**src/rtl/texture_rom_arbiter_if.sv**
```systemverilog
// rtl/texture_rom_arbiter_if.sv - requester, response and ROM bus bundle for texture_rom_arbiter
//
// Purpose: groups the per-requester handshake, the response strobes and the
// ROM address/data pair so the arbiter and its users share one port.
// Signals:
//   req_valid [NUM_REQ]        per-requester read request
//   req_addr  [NUM_REQ*ADDR_W] packed addresses, requester i at [i*ADDR_W +: ADDR_W]
//   req_ready [NUM_REQ]        one-hot grant, combinational
//   rom_addr  [ADDR_W]         registered ROM address
//   rom_q     [DATA_W]         ROM read data
//   rsp_valid [NUM_REQ]        registered one-hot response strobe
//   rsp_data  [DATA_W]         registered ROM word for the strobed requester
// Modports: slave = arbiter side, master = requesters plus ROM side.
interface texture_rom_arbiter_if #(
  parameter int NUM_REQ = 3,
  parameter int ADDR_W  = 8,
  parameter int DATA_W  = 8
);
  logic [NUM_REQ-1:0]        req_valid;
  logic [NUM_REQ*ADDR_W-1:0] req_addr;
  logic [NUM_REQ-1:0]        req_ready;
  logic [ADDR_W-1:0]         rom_addr;
  logic [DATA_W-1:0]         rom_q;
  logic [NUM_REQ-1:0]        rsp_valid;
  logic [DATA_W-1:0]         rsp_data;

  modport slave (
    input  req_valid, req_addr, rom_q,
    output req_ready, rom_addr, rsp_valid, rsp_data
  );

  modport master (
    output req_valid, req_addr, rom_q,
    input  req_ready, rom_addr, rsp_valid, rsp_data
  );
endinterface

```
**src/rtl/texture_rom_arbiter.sv**
```systemverilog
// rtl/texture_rom_arbiter.sv - shares one texture ROM between pixel-pipeline requesters
//
// Purpose: requester 0 (scan-out) normally wins; requesters 1..NUM_REQ-1 are
// served round-robin, and a starvation counter forces one of them through
// after STARVE_MAX consecutive losses to requester 0. One ROM read per cycle;
// a ROM_LAT-deep tag pipeline steers each returned word to its requester.
// Ports:
//   vga_clk      pixel clock, all state on posedge
//   reset_n      asynchronous active-low reset
//   frame_start  one-cycle pulse, resets rr pointer and starvation counter
//   bus          texture_rom_arbiter_if.slave (request/grant, ROM, response)
module texture_rom_arbiter #(
  parameter int NUM_REQ    = 3,
  parameter int ADDR_W     = 8,
  parameter int DATA_W     = 8,
  parameter int ROM_LAT    = 1,
  parameter int STARVE_MAX = 15
) (
  input logic                  vga_clk,
  input logic                  reset_n,
  input logic                  frame_start,
  texture_rom_arbiter_if.slave bus
);
  localparam int IDX_W = $clog2(NUM_REQ);
  localparam int CNT_W = $clog2(STARVE_MAX + 1);

  logic [IDX_W-1:0]   rr_ptr;
  logic [CNT_W-1:0]   starve_cnt;
  logic               starve;
  logic [NUM_REQ-1:0] low_valid;
  logic [NUM_REQ-1:0] rr_hi;
  logic [NUM_REQ-1:0] rr_src;
  logic [NUM_REQ-1:0] rr_pick;
  logic [NUM_REQ-1:0] gnt;
  logic [IDX_W-1:0]   gnt_idx;
  logic [ADDR_W-1:0]  gnt_addr;
  logic               any_low;
  logic               gnt_low;

  logic [ADDR_W-1:0]  rom_addr_q;
  logic [ROM_LAT-1:0] tag_v;
  logic [IDX_W-1:0]   tag_idx [ROM_LAT];
  logic [NUM_REQ-1:0] rsp_valid_q;
  logic [DATA_W-1:0]  rsp_data_q;

  assign starve    = (starve_cnt == CNT_W'(STARVE_MAX));
  assign low_valid = {bus.req_valid[NUM_REQ-1:1], 1'b0};
  assign any_low   = |low_valid;

  // Round-robin: lowest valid requester at or above rr_ptr; if none, wrap
  // around and take the lowest valid requester overall (bit 0 is masked off).
  always_comb begin
    rr_hi = '0;
    for (int k = 1; k < NUM_REQ; k++) begin
      rr_hi[k] = low_valid[k] && (k >= int'(rr_ptr));
    end
    rr_src  = (|rr_hi) ? rr_hi : low_valid;
    rr_pick = '0;
    for (int k = NUM_REQ - 1; k >= 1; k--) begin
      if (rr_src[k]) rr_pick = NUM_REQ'(1) << k;
    end
  end

  always_comb begin
    gnt = '0;
    if (!reset_n) begin
      gnt = '0;
    end else if (starve) begin
      gnt = rr_pick;
    end else if (bus.req_valid[0]) begin
      gnt = NUM_REQ'(1);
    end else begin
      gnt = rr_pick;
    end
  end

  always_comb begin
    gnt_idx  = '0;
    gnt_addr = '0;
    for (int k = 0; k < NUM_REQ; k++) begin
      if (gnt[k]) begin
        gnt_idx  = IDX_W'(k);
        gnt_addr = bus.req_addr[k*ADDR_W +: ADDR_W];
      end
    end
  end

  assign gnt_low       = |gnt[NUM_REQ-1:1];
  assign bus.req_ready = gnt;
  assign bus.rom_addr  = rom_addr_q;
  assign bus.rsp_valid = rsp_valid_q;
  assign bus.rsp_data  = rsp_data_q;

  always_ff @(posedge vga_clk or negedge reset_n) begin
    if (!reset_n) begin
      rr_ptr      <= IDX_W'(1);
      starve_cnt  <= '0;
      rom_addr_q  <= '0;
      tag_v       <= '0;
      for (int i = 0; i < ROM_LAT; i++) tag_idx[i] <= '0;
      rsp_valid_q <= '0;
      rsp_data_q  <= '0;
    end else begin
      // frame_start wins over this edge's pointer/counter update; the grant
      // already made this cycle used the old pointer.
      if (frame_start) begin
        rr_ptr <= IDX_W'(1);
      end else if (gnt_low) begin
        rr_ptr <= (gnt_idx == IDX_W'(NUM_REQ - 1)) ? IDX_W'(1) : gnt_idx + IDX_W'(1);
      end

      if (frame_start || gnt_low || !any_low) begin
        starve_cnt <= '0;
      end else if (gnt[0] && !starve) begin
        starve_cnt <= starve_cnt + CNT_W'(1);
      end

      if (|gnt) rom_addr_q <= gnt_addr;

      // Tag pipeline matches ROM latency; idle cycles push bubbles.
      tag_v[0]   <= |gnt;
      tag_idx[0] <= gnt_idx;
      for (int i = 1; i < ROM_LAT; i++) begin
        tag_v[i]   <= tag_v[i-1];
        tag_idx[i] <= tag_idx[i-1];
      end

      if (tag_v[ROM_LAT-1]) begin
        rsp_valid_q <= NUM_REQ'(1) << tag_idx[ROM_LAT-1];
        rsp_data_q  <= bus.rom_q;
      end else begin
        rsp_valid_q <= '0;
      end
    end
  end
endmodule

```
**src/flat_wrapper.sv**
```systemverilog
// flat-port wrapper written by rule: the top's interface ports become plain ports
module texture_rom_arbiter_flat 
#(
  parameter int NUM_REQ    = 3,
  parameter int ADDR_W     = 8,
  parameter int DATA_W     = 8,
  parameter int ROM_LAT    = 1,
  parameter int STARVE_MAX = 15
)
  (vga_clk, reset_n, frame_start, bus_req_valid, bus_req_addr, bus_rom_q, bus_req_ready, bus_rom_addr, bus_rsp_valid, bus_rsp_data);
  texture_rom_arbiter_if #(.NUM_REQ(NUM_REQ), .ADDR_W(ADDR_W), .DATA_W(DATA_W)) bus_i ();
  input logic vga_clk;
  input logic reset_n;
  input logic frame_start;
  input wire logic [$bits(bus_i.req_valid)-1:0] bus_req_valid;
  input wire logic [$bits(bus_i.req_addr)-1:0] bus_req_addr;
  input wire logic [$bits(bus_i.rom_q)-1:0] bus_rom_q;
  output wire logic [$bits(bus_i.req_ready)-1:0] bus_req_ready;
  output wire logic [$bits(bus_i.rom_addr)-1:0] bus_rom_addr;
  output wire logic [$bits(bus_i.rsp_valid)-1:0] bus_rsp_valid;
  output wire logic [$bits(bus_i.rsp_data)-1:0] bus_rsp_data;
  assign bus_i.req_valid = bus_req_valid;
  assign bus_i.req_addr = bus_req_addr;
  assign bus_i.rom_q = bus_rom_q;
  assign bus_req_ready = bus_i.req_ready;
  assign bus_rom_addr = bus_i.rom_addr;
  assign bus_rsp_valid = bus_i.rsp_valid;
  assign bus_rsp_data = bus_i.rsp_data;
  texture_rom_arbiter #(.NUM_REQ(NUM_REQ), .ADDR_W(ADDR_W), .DATA_W(DATA_W), .ROM_LAT(ROM_LAT), .STARVE_MAX(STARVE_MAX)) u_core (.vga_clk(vga_clk), .reset_n(reset_n), .frame_start(frame_start), .bus(bus_i));
endmodule
```
**config.mk**
```make
export PLATFORM = sky130hd
export DESIGN_NAME = texture_rom_arbiter_flat
export DESIGN_NICKNAME = d
export VERILOG_FILES = /design/src/rtl/texture_rom_arbiter_if.sv /design/src/rtl/texture_rom_arbiter.sv /design/src/flat_wrapper.sv
export SDC_FILE = /design/constraint.sdc
export NUM_CORES = 1
export LEC_CHECK = 0
export CELL_PAD_IN_SITES_DETAIL_PLACEMENT = 0
export CELL_PAD_IN_SITES_GLOBAL_PLACEMENT = 1
export CORE_AREA = 2 2 71 73
export CTS_CLUSTER_DIAMETER = 60
export CTS_CLUSTER_SIZE = 20
export DETAILED_ROUTE_END_ITERATION = 10
export DIE_AREA = 0 0 73 75
export PLACE_DENSITY_LB_ADDON = 0.1
export SETUP_SLACK_MARGIN = 0.2
export SLEW_MARGIN = 25
export SYNTH_ARGS = -nofsm -noshare
export SYNTH_HDL_FRONTEND = slang
export SYNTH_SLANG_ARGS = --single-unit
```
**constraint.sdc**
```tcl
create_clock -name vga_clk -period 3.29 [get_ports vga_clk]
set_input_delay 0.4935 -clock vga_clk [delete_from_list [all_inputs] [get_ports vga_clk]]
set_output_delay 0.4935 -clock vga_clk [all_outputs]
set_load 0.05 [all_outputs]
```
==> out/results.txt <==
Vias in the first global route = 1319
Outcome = completed
Area of the multi-input gates = 595.6 sq um
DRT Wirelength = 3.547 mm
Area grow syn2layout = 53.70%
Core region area = 4661 sq um
Maximum clock insertion buffer count = 2
GRT Total Usage = 13.65%
CTS tree = built
Setup violations, final = 0
Critical path class = in -> out
Post-synth EDFFs = 0
Leak = 0.9169 nW
Required @ worst endpoint = 2.80 ns
Largest net degree at the start of global routing = 20
Non-Filler Instances = 247
FP Rows = 25
Port bufs = 59
RSZ-0062 raised after global routing = no
Largest stage delay, worst path = 0.64 ns
CTS root buffer = clkbuf_8
Yosys cell types = 35
Slew margin rel. = 60.73%
Commonest cells after routing, fill and taps aside = clkdlybuf4s50_1 (56), dfrtp_1 (27), nand2_1 (19)
Dpl cells = 243
Initial antenna violation count = 0
Initial DRC Count = 58
Width of the die = 73 um
Tightest Hold Check Type = in -> async
Crit Path Max Fanout = 17
Worst-Margin Slew = 0.5891 ns
DR vias = 1223
Critical Path End Type = primary output
Die H = 75 um
Gr ovfl total = 0
First-pass GRT wire length = 5.837 mm
Synth Instances = 134
F_max = 402.5 MHz
Register area share after synthesis = 51.23%
CTS clk-pin slew, worst paths = 0.10 ns
Sequential standard cell area = 701.9 sq um
GPL Wtd Cong = 0.7517
DRT Pass-1 Iters = 4
Post-Route Skew = 0.003788 ns
H-tree depth = 1
Setup Fix Bufs, Post-CTS = 0
Die area = 5475 sq um
Clk_lat worst skew = 0.28 ns
Dominant synthesized flop cell = dfrtp_1
CTS Sinks = 28
Resized Gates After CTS = 0
Crit-path slowest cell = clkdlybuf4s50_1
Critical Path, Cell by Cell = clkdlybuf4s50_1, inv_2, o21ai_2, buf_4, nor2_1, buf_12
Asr flop ratio synth = 100.0%
Hold Vio Cnt, Final = 0
Antenna Violating Nets Remaining = 0
VDD IR max = 179.1 uV
Min Clock Period, post-route = 2.484 ns
Max-Cap Viols = 0
Share of layout cells above drive strength 1 = 11.92%
Hold_buf cts = 0
Final worst-path cycle share = 75.51%
Pwr dens = 458.3 nW/um^2
Vias per cell = 4.951
Critical Path Start Type = input pin
Critical path depth = 6
Worst r2r path cells = 5
Initial Utilization = 29.40%
Commonest non-fill, non-tap cell in the layout = clkdlybuf4s50_1
Post-Syn Nets = 173
CTS Buf Count = 3
Number of warnings issued by yosys = 0
Slew Viols, Final = 0
DR DRC count = 0
Synth Register Bits = 28
Number of fill cells = 456
Worst Path Arrival = 1.99 ns
Critical path buffers and inverters = 4
CP delay by family, top = buffers and inverters
Hpwl dp = 2.754 mm
Antenna cells = 0
Routed WL per cell = 14.36 um
Mapped Area = 1370 sq um
Mapped Avg Cell Area = 10.22 sq um
I/O pin total = 60
Setup_tns = 0 ns
Nets = 233
-- routing by layer --
metal	global-route usage [%]	up-vias	routed length (um)
li1	-	597	-
met1	16.28	578	1544
met2	24.52	44	1798
met3	2.142	4	167
met4	5.556	0	36
met5	0	-	0
-- Yosys cell counts (4+ instances only) --
library cell | count | area share (%)
inv_1 | 4 | 1.1
mux2_2 | 8 | 6.6
dfrtp_1 | 27 | 49
and3_1 | 9 | 4.1
nor3_1 | 9 | 3.3
nor2_1 | 12 | 3.3
o41ai_1 | 7 | 4.5
buf_2 | 4 | 1.5
nor4_1 | 4 | 1.8
nand2_1 | 19 | 5.2
-- power breakdown --
group	leakage [nW]	total (mW)	switching, mW	internal, mW
sequential	0.349	0.395	0.0193	0.376
combinational	0.532	0.294	0.169	0.125
clock	0.0357	0.276	0.113	0.163
-- through the flow --
| stage | instance area [sq um] | power (mW) | util [%] | hold WS (ns) | setup WS, ns |
|---|---|---|---|---|---|
| after detailed placement | 2034 | 0.6997 | 43.65 | 0.4314 | 0.7715 |
| after global routing | 2106 | 1.008 | 45.18 | 0.4478 | 0.6499 |
| after global placement | 2034 | 0.6957 | 43.65 | 0.4221 | 0.8227 |
| after floorplan | 1370 | 0.5671 | - | 0.1979 | 0.5963 |
| after CTS | 2106 | 0.9749 | 45.18 | 0.4461 | 0.7749 |
| final | 2106 | 0.9650 | 45.18 | 0.4381 | 0.8058 |
-- final timing paths --
path,start,to,slack (ns)
max reg2reg,u_core.starve_cnt[0],u_core.bus.rom_addr[2],1.42
max in group asynchronous,reset_n,u_core.bus.rsp_data[7],2.31
min,reset_n,u_core.rr_ptr[1],0.44
max,bus_req_valid[1],bus_req_ready[2],0.81
min in group vga_clk,u_core.tag_idx[0],u_core.bus.rsp_valid[0],0.44
min reg2reg,u_core.tag_idx[0],u_core.bus.rsp_valid[0],0.44
-- registers in the layout, indices dropped and copies added (netlist names) --
register,count
u_core.bus.rsp_data,8
u_core.tag_idx,2
u_core.bus.rsp_valid,3
u_core.starve_cnt,4
u_core.rr_ptr,2
u_core.tag_v,1
u_core.bus.rom_addr,8
-- final cells by class --
class,instances,area share (%)
inverters,5,0.8913
clock buffers,3,1.961
multi-input cells,93,28.28
flip-flops and latches,28,33.33
clock inverters,1,1.426
repair buffers,63,30.90
well taps,54,3.209
-- kinds of logic (layout without fill, tap and decap cells) --
family          after synthesis  in the layout  share of synthesized area, %
simple gates                 61             61                         21.73
mux                           9              9                         7.306
buf+inv                      13             72                         5.296
fa+ha+maj                     1              1                        0.9131
xor+xnor                      3              3                         1.918
compound gates               19             19                         11.60
flops                        28             28                         51.23
Power figures use the tool's default switching activity.
